==> config.mk <==
export PLATFORM = sky130hd
export DESIGN_NAME = spi_reg_arbiter
export DESIGN_NICKNAME = d
export VERILOG_FILES = /design/src/rtl/spi_regs_pkg.sv /design/src/rtl/spi_reg_bank.sv /design/src/rtl/spi_reg_arbiter.sv
export SDC_FILE = /design/constraint.sdc
export NUM_CORES = 2
export LEC_CHECK = 0
export CAP_MARGIN = 20
export CORE_UTILIZATION = 55
export DETAILED_ROUTE_END_ITERATION = 6
export PLACE_DENSITY_LB_ADDON = 0.15
export SLEW_MARGIN = 20
export SYNTH_ARGS = -nofsm -noshare
export SYNTH_HDL_FRONTEND = slang
export SYNTH_HIERARCHICAL = 1
export SYNTH_SLANG_ARGS = --single-unit
==> constraint.sdc <==
create_clock -name clk -period 38.4 [get_ports clk]
set_clock_uncertainty 0.1 [all_clocks]
set_input_delay 5.76 -clock clk [delete_from_list [all_inputs] [get_ports clk]]
set_output_delay 5.76 -clock clk [all_outputs]
set_load 0.005 [all_outputs]
==> src/rtl/spi_regs_pkg.sv <==
// spi_regs_pkg: shared address width, default bank size and arbiter state encoding
package spi_regs_pkg;
    localparam int ADDR_W = 7;
    localparam int NUM_REGS_DEFAULT = 16;
    typedef enum logic [1:0] {IDLE = 2'd0, SPI_WR = 2'd1, LOC_ACC = 2'd2} arb_state_e;
    function automatic logic addr_ok(input logic [ADDR_W-1:0] addr, input int num_regs);
        return int'(addr) < num_regs;
    endfunction
endpackage

==> src/rtl/spi_reg_bank.sv <==
// spi_reg_bank: register bank with one write port and two registered read ports
module spi_reg_bank
    import spi_regs_pkg::*;
#(
    parameter int DATA_W   = 64,
    parameter int NUM_REGS = NUM_REGS_DEFAULT
) (
    input  logic              clk,
    input  logic              rst,
    input  logic              we,
    input  logic [ADDR_W-1:0] waddr,
    input  logic [DATA_W-1:0] wdata,
    input  logic [ADDR_W-1:0] ra_addr,
    output logic [DATA_W-1:0] ra_data,
    input  logic              rb_en,
    input  logic [ADDR_W-1:0] rb_addr,
    output logic [DATA_W-1:0] rb_data
);
    localparam int IDX_W = NUM_REGS > 1 ? $clog2(NUM_REGS) : 1;
    logic [DATA_W-1:0] bank_q [NUM_REGS];
    logic [DATA_W-1:0] bank_d [NUM_REGS];
    logic [DATA_W-1:0] ra_data_q, ra_data_d, rb_data_q, rb_data_d;
    logic [IDX_W-1:0]  widx, raidx, rbidx;
    // Reads sample the pre-write contents, so a same-cycle write shows up one cycle later
    always_comb begin
        widx = waddr[IDX_W-1:0];
        raidx = ra_addr[IDX_W-1:0];
        rbidx = rb_addr[IDX_W-1:0];
        bank_d = bank_q;
        if (we && addr_ok(waddr, NUM_REGS))
            bank_d[widx] = wdata;
        ra_data_d = addr_ok(ra_addr, NUM_REGS) ? bank_q[raidx] : '0;
        rb_data_d = !rb_en ? rb_data_q : addr_ok(rb_addr, NUM_REGS) ? bank_q[rbidx] : '0;
        ra_data = ra_data_q;
        rb_data = rb_data_q;
    end
    always_ff @(posedge clk or posedge rst) begin
        if (rst) begin
            bank_q    <= '{default: '0};
            ra_data_q <= '0;
            rb_data_q <= '0;
        end else begin
            bank_q    <= bank_d;
            ra_data_q <= ra_data_d;
            rb_data_q <= rb_data_d;
        end
    end
endmodule

==> src/rtl/spi_reg_arbiter.sv <==
// spi_reg_arbiter: arbitrates SPI and local fabric access to a shared register bank
module spi_reg_arbiter
    import spi_regs_pkg::*;
#(
    parameter int DATA_REGISTER_LENGTH = 64,
    parameter int NUM_REGS             = NUM_REGS_DEFAULT
) (
    input  logic                            clk,
    input  logic                            rst,
    input  logic [ADDR_W-1:0]               spi_addr,
    input  logic [DATA_REGISTER_LENGTH-1:0] spi_wdata,
    input  logic                            spi_wr_en,
    output logic [DATA_REGISTER_LENGTH-1:0] spi_rdata,
    input  logic                            loc_req,
    input  logic                            loc_we,
    input  logic [ADDR_W-1:0]               loc_addr,
    input  logic [DATA_REGISTER_LENGTH-1:0] loc_wdata,
    output logic                            loc_gnt,
    output logic [DATA_REGISTER_LENGTH-1:0] loc_rdata,
    output logic                            loc_rvalid,
    output logic                            err_addr,
    output logic                            err_ovf
);
    arb_state_e                      state_q, state_d;
    logic                            pend_v_q, pend_v_d;
    logic [ADDR_W-1:0]               pend_addr_q, pend_addr_d;
    logic [DATA_REGISTER_LENGTH-1:0] pend_data_q, pend_data_d;
    logic                            loc_pri_q, loc_pri_d;
    logic                            loc_rvalid_q, loc_rvalid_d;
    logic                            err_addr_q, err_addr_d;
    logic                            err_ovf_q, err_ovf_d;
    logic                            drain, capture, bank_we, rd_en;
    logic [ADDR_W-1:0]               bank_waddr;
    logic [DATA_REGISTER_LENGTH-1:0] bank_wdata;
    always_comb begin
        drain = state_q == SPI_WR;
        loc_gnt = state_q == LOC_ACC && loc_req;
        // A local request that waited through an SPI write wins the next arbitration
        state_d = state_q != IDLE ? IDLE :
                  pend_v_q && !(loc_pri_q && loc_req) ? SPI_WR :
                  loc_req ? LOC_ACC : IDLE;
        loc_pri_d = drain ? loc_req : state_q == LOC_ACC ? 1'b0 : loc_pri_q;
        capture = spi_wr_en && (!pend_v_q || drain);
        pend_v_d = spi_wr_en ? 1'b1 : drain ? 1'b0 : pend_v_q;
        pend_addr_d = capture ? spi_addr : pend_addr_q;
        pend_data_d = capture ? spi_wdata : pend_data_q;
        bank_we = drain ? addr_ok(pend_addr_q, NUM_REGS) :
                  loc_gnt && loc_we && addr_ok(loc_addr, NUM_REGS);
        bank_waddr = drain ? pend_addr_q : loc_addr;
        bank_wdata = drain ? pend_data_q : loc_wdata;
        rd_en = loc_gnt && !loc_we;
        loc_rvalid_d = rd_en;
        err_addr_d = err_addr_q || (drain && !addr_ok(pend_addr_q, NUM_REGS)) ||
                     (loc_gnt && !addr_ok(loc_addr, NUM_REGS));
        err_ovf_d = err_ovf_q || (spi_wr_en && pend_v_q && !drain);
        loc_rvalid = loc_rvalid_q;
        err_addr = err_addr_q;
        err_ovf = err_ovf_q;
    end
    always_ff @(posedge clk or posedge rst) begin
        if (rst) begin
            state_q      <= IDLE;
            pend_v_q     <= 1'b0;
            pend_addr_q  <= '0;
            pend_data_q  <= '0;
            loc_pri_q    <= 1'b0;
            loc_rvalid_q <= 1'b0;
            err_addr_q   <= 1'b0;
            err_ovf_q    <= 1'b0;
        end else begin
            state_q      <= state_d;
            pend_v_q     <= pend_v_d;
            pend_addr_q  <= pend_addr_d;
            pend_data_q  <= pend_data_d;
            loc_pri_q    <= loc_pri_d;
            loc_rvalid_q <= loc_rvalid_d;
            err_addr_q   <= err_addr_d;
            err_ovf_q    <= err_ovf_d;
        end
    end
    spi_reg_bank #(
        .DATA_W   (DATA_REGISTER_LENGTH),
        .NUM_REGS (NUM_REGS)
    ) u_bank (
        .clk     (clk),
        .rst     (rst),
        .we      (bank_we),
        .waddr   (bank_waddr),
        .wdata   (bank_wdata),
        .ra_addr (spi_addr),
        .ra_data (spi_rdata),
        .rb_en   (rd_en),
        .rb_addr (loc_addr),
        .rb_data (loc_rdata)
    );
endmodule

== Yosys cells after proc, flatten, opt, wreduce, memory -nomap -nowiden ==
Index checks and enable logic that the tools add are counted.
Word-level totals
  bits in latches: 0
  memory bits (read-only): 0
  register bits after elaboration: 1230
  word-level logic and storage cells: 86
  RAM bits: 0
  memories kept: 0
Operators by class
  divide/modulo/power cells: 0
  mux-type cells: 21
  reduce and logical (&&, ||, !) cells: 26
  bitwise logic cells: 3
  magnitude comparators: 8
  multiply operators: 0
  equality and inequality tests: 2
  add/subtract/negate cells: 0
  shift operators: 0
Operators by type and width (count)
  $bwmux W1024: 1
  $bmux W64 S4: 2
  $mux W64: 8
  $demux W64 S4: 1
  $lt A7 B5 Y1 const B: 4
  $ge A5 B5 Y1 const B: 3
  $not A4 Y5: 3
  $logic_and A1 B1 Y1: 13
  $mux W7: 1
  $logic_not A1 Y1: 6
  $mux W2: 3
  $reduce_bool A2 Y1: 3
  $lt A5 B1 Y1 const B: 1
  $mux W1: 5
  $logic_or A1 B1 Y1: 4
  $eq A2 B1 Y1 const B: 1
  $eq A2 B2 Y1 const B: 1

== Logic depth before layout (Yosys ltp) ==
  depth after elaboration: 8
  depth in mapped cells: 12

== Cells and area by module ==
Netlist, hierarchy kept.
By module, submodules not included
  spi_reg_bank: times used 1, area each 57408.8 µm², seq. area each 28827.6 µm², cells each 3550
  spi_reg_arbiter: times used 1, area each 3803.6 µm², seq. area each 1951.9 µm², cells each 264

== Worst setup path before layout ==
OpenSTA, ideal clock, no wires.
  kind: input port to output port
  start point: input loc_req
  end point: output loc_gnt
  required time: 32.540 ns
  path slack: 26.655 ns
  buffers on the path: 0
  arrival: 5.885 ns
  cell stages on the path: 2
  cells stage by stage: nand2_1 > inv_1
Between the ends
  cells in the longest elaborated chain, start to end: 1
RTL lines
  from (decl): RTL line spi_reg_arbiter.sv:14  | input logic loc_req,
  $logic_and A1 B1 Y1: RTL line spi_reg_arbiter.sv:37  | loc_gnt = state_q == LOC_ACC && loc_req;
  to (decl): RTL line spi_reg_arbiter.sv:18  | output logic loc_gnt,
No other way between the ends.

== Final worst setup path ==
Ends and elaborated chain as after synthesis.

==> key figures <==
Global route
  – All-layer global routing usage: 0.2951
  – Grt ovf: 0
  – First-pass GRT wire length: around 250000 um
  – Vias in the first global route: 38440
  – Largest net degree at the start of global routing: approximately 180
  – Initial antenna violation count: 1

Critical path
  – Worst EP required: approximately 33 ns
  – Worst Path Max Fanout: 5
  – CP Data Arrival Time: 6.98 ns
  – Element type at the critical path start: input port
  – Worst setup EP type: output port
  – WS Path Type: input port to output port

Timing
  – Unrepaired setup endpoints after global routing: no
  – Post-route setup slack: 25.56 ns
  – Final period util: 0.3343
  – Fmax: slightly below 80 MHz
  – Final setup fails: 0
  – Worst Tran Pin Value: roughly 1.2 ns
  – Slew Viols, Final: 0
  – TNS Setup: 0 ns
  – Final hold viol count: 0
  – Relative slew slack: 0.2232
  – Tmin final: 12.84 ns

Cells and area
  – Final Non-Filler Cells: around 5500
  – Diode count: 0
  – Cell area after layout: about 70000 um2
  – Commonest non-fill, non-tap cells in the layout: 1230 x dfrtp_1, 1141 x mux2_2, 492 x mux4_2
  – FF/Latch Area: approximately 30000 um2
  – Nets: slightly above 4000
  – Fillers: between 8000 and 9000
  – Most common cell after layout, fill and taps aside: dfrtp_1
  – Footprint of the multi-input gates: a little under 30000 um2
  – Area growth syn-to-layout: 14.07%
  – Layout cell share with drive strength beyond 1: 0.4831

Detailed routing
  – Vias: ~36000
  – First-pass DRT Iterations: 5
  – Residual DRC: 0
  – WL final: about 160000 um
  – Avg WL per Cell: between 20 and 30 um
  – 1st-iter DRT viols: between 2000 and 3000
  – Via-to-Cell Ratio: roughly 6.6
  – Antenna viol nets, final: 0

CTS
  – Clock Pin Slew Worst Setup and Hold Paths: ~0.05 ns
  – Clk root buf: clkbuf_16
  – PostCTS Resize Cnt: 0
  – CTS tree: done
  – CTS HTree Levels: 4
  – Skew-Pair Late Insertion Delay: 0.75 ns
  – CTS Buf Count: 137
  – CTS Sinks: between 1000 and 1500
  – Clock buffer depth: 3
  – Hold buffers post-CTS: 0
  – Post-CTS setup buffer count: 0

Placement
  – Post-DP HPWL: about 90000 um
  – Pre-CTS WS: roughly 26 ns
  – Placed Cells: ~5300
  – I/O Buffers: ~280
  – Post-place instance area: 65140 um2
  – Placer Congestion: 0.7692

Floorplanning
  – Die footprint: roughly 110000 um2
  – Die Span X: 335.6 um
  – Row count: 122
  – I/O Pins: between 200 and 300
  – Die H: around 340 um
  – Starting density of the core: 0.5539
  – Total core area: 110500 um2

Power and ir drop
  – Seq pwr share: 0.440
  – Leak pwr: 32.52 nW
  – Total net switching power: 0.9808 mW
  – Cell-internal power: 2.559 mW
  – Switch share: 0.2771
  – Clock network fraction of total power: 0.377
  – Worst ir drop on vdd: approximately 0.042 mV
  – Pwr/cell area: between 50 and 60 nW/um2
  – Gate power share: 0.183

Synth
  – Area of the mapped netlist: around 61000 um2
  – Synth Register Bits: around 1200
  – Number of library cell types mapped by synthesis: 37
  – Synthesized area per cell: 16.05 um2
  – Sequential share of the synthesized area: 0.5028
  – Yosys warns: 6
  – Syn_nets: between 3000 and 4000
  – Mapped Cells: 3814

Worst hold path
  – Hold Path Class: flip-flop to flip-flop

Flow run
  – Max_cap viols: 0

Run status
  – Outcome: finished, final reports clean
## cells by family (layout without fill, tap and decap cells)
group                    Yosys count  count (layout)  share of synthesized area
multiplexers                    1944            1944                     0.4434
buffers and inverters            370             607                    0.02461
adder cells (fa/ha/maj)            3               3                  0.0006133
AO/OA/AOI/OAI                    164             164                    0.02067
flip-flops                      1230            1230                     0.5028
AND/OR/NAND/NOR                  103             103                   0.007891
## final timing paths
kind	startpoint	endpoint	slack [ns]	cells past startpoint
max in group asynchronous	rst	u_bank/bank_q[155]$_DFFE_PP0P_	28.79	6
worst max register to register	state_q[1]$_DFF_PP0_	u_bank/bank_q[728]$_DFFE_PP0P_	33.19	11
worst max-delay path	loc_req	loc_gnt	25.56	4
worst min register to register	loc_pri_q$_DFFE_PP0P_	state_q[0]$_DFF_PP0_	0.35	1
worst min-delay path	loc_pri_q$_DFFE_PP0P_	state_q[0]$_DFF_PP0_	0.35	1
min in group asynchronous	rst	pend_data_q[55]$_DFFE_PP0P_	5.47	2
## stage by stage
stage | hold WS [ns] | power [mW] | util
floorplan | 0.3141 | 2.041 | -
global placement | 0.3366 | 2.214 | 0.5894
detailed placement | 0.3448 | 2.231 | 0.5894
CTS | 0.3524 | 3.572 | 0.6315
global route | 0.3616 | 3.690 | 0.6318
finish | 0.3517 | 3.539 | 0.6318
## flip-flops by register name, indices dropped and copies added (netlist names)
name / flops
u_bank/bank_q: 1024
pend_data_q: 64
u_bank/ra_data: 64
u_bank/rb_data: 64
pend_addr_q: 7
state_q: 2
err_addr: 1
err_ovf: 1
loc_pri_q: 1
loc_rvalid: 1
pend_v_q: 1
## critical path: stages
cell	delay, ns
clkdlybuf4s50_1	0.55
nand2_1	0.12
inv_1	0.06
clkdlybuf4s50_1	0.49
## area by class of cell
cell class                      count  area share
Sequential cell                  1230      0.4408
Multi-Input combinational cell   2214      0.4168
Clock buffer                      219     0.06225
Timing Repair Buffer              346     0.04835
Tap cell                         1488     0.02666
Clock inverter                     30    0.004319
Inverter                           12   0.0008243
## cells in the mapped netlist, drive strengths merged
| library cell | number | area [um2] |
|---|---|---|
| a21oi | 2 | 10.01 |
| a221o | 54 | 540.5 |
| a22oi | 20 | 150.1 |
| a32oi | 10 | 87.58 |
| and2 | 2 | 12.52 |
| buf | 121 | 571.8 |
| clkbuf | 237 | 889.6 |
| dfrtp | 1230 | 30780 |
| ha | 3 | 37.54 |
| inv | 12 | 45.04 |
| mux2 | 1220 | 13740 |
| mux2i | 232 | 2322 |
| mux4 | 492 | 11080 |
| nand2 | 18 | 70.07 |
| nand2b | 3 | 18.77 |
| nand3 | 4 | 20.02 |
| nand4 | 1 | 6.260 |
| nor2 | 58 | 220.2 |
| nor2b | 6 | 37.54 |
| nor3 | 7 | 61.31 |
| nor3b | 1 | 7.510 |
| nor4b | 1 | 8.760 |
| o21ai | 12 | 60.06 |
| o21bai | 1 | 7.510 |
| o221ai | 1 | 8.760 |
| o22ai | 64 | 400.4 |
| or3 | 1 | 6.260 |
| or4b | 1 | 13.76 |
## power groups by stage
stage,clock network (mW),logic (mW),registers [mW]
detailed placement,0,0.655,1.58
finish,1.34,0.648,1.56
CTS,1.36,0.657,1.55
global route,1.41,0.705,1.58
global placement,0,0.645,1.57
floorplan,0,0.498,1.54
## routing by layer
layer  track usage  up-vias  wire [um]
met4       0.07763        0       3579
met2        0.4723     1136      78500
met1        0.4264    19923      71220
met3       0.04227      250       8409
li1              -    15037          -
met5             0        -          0
(Power assumes the default switching activity.)
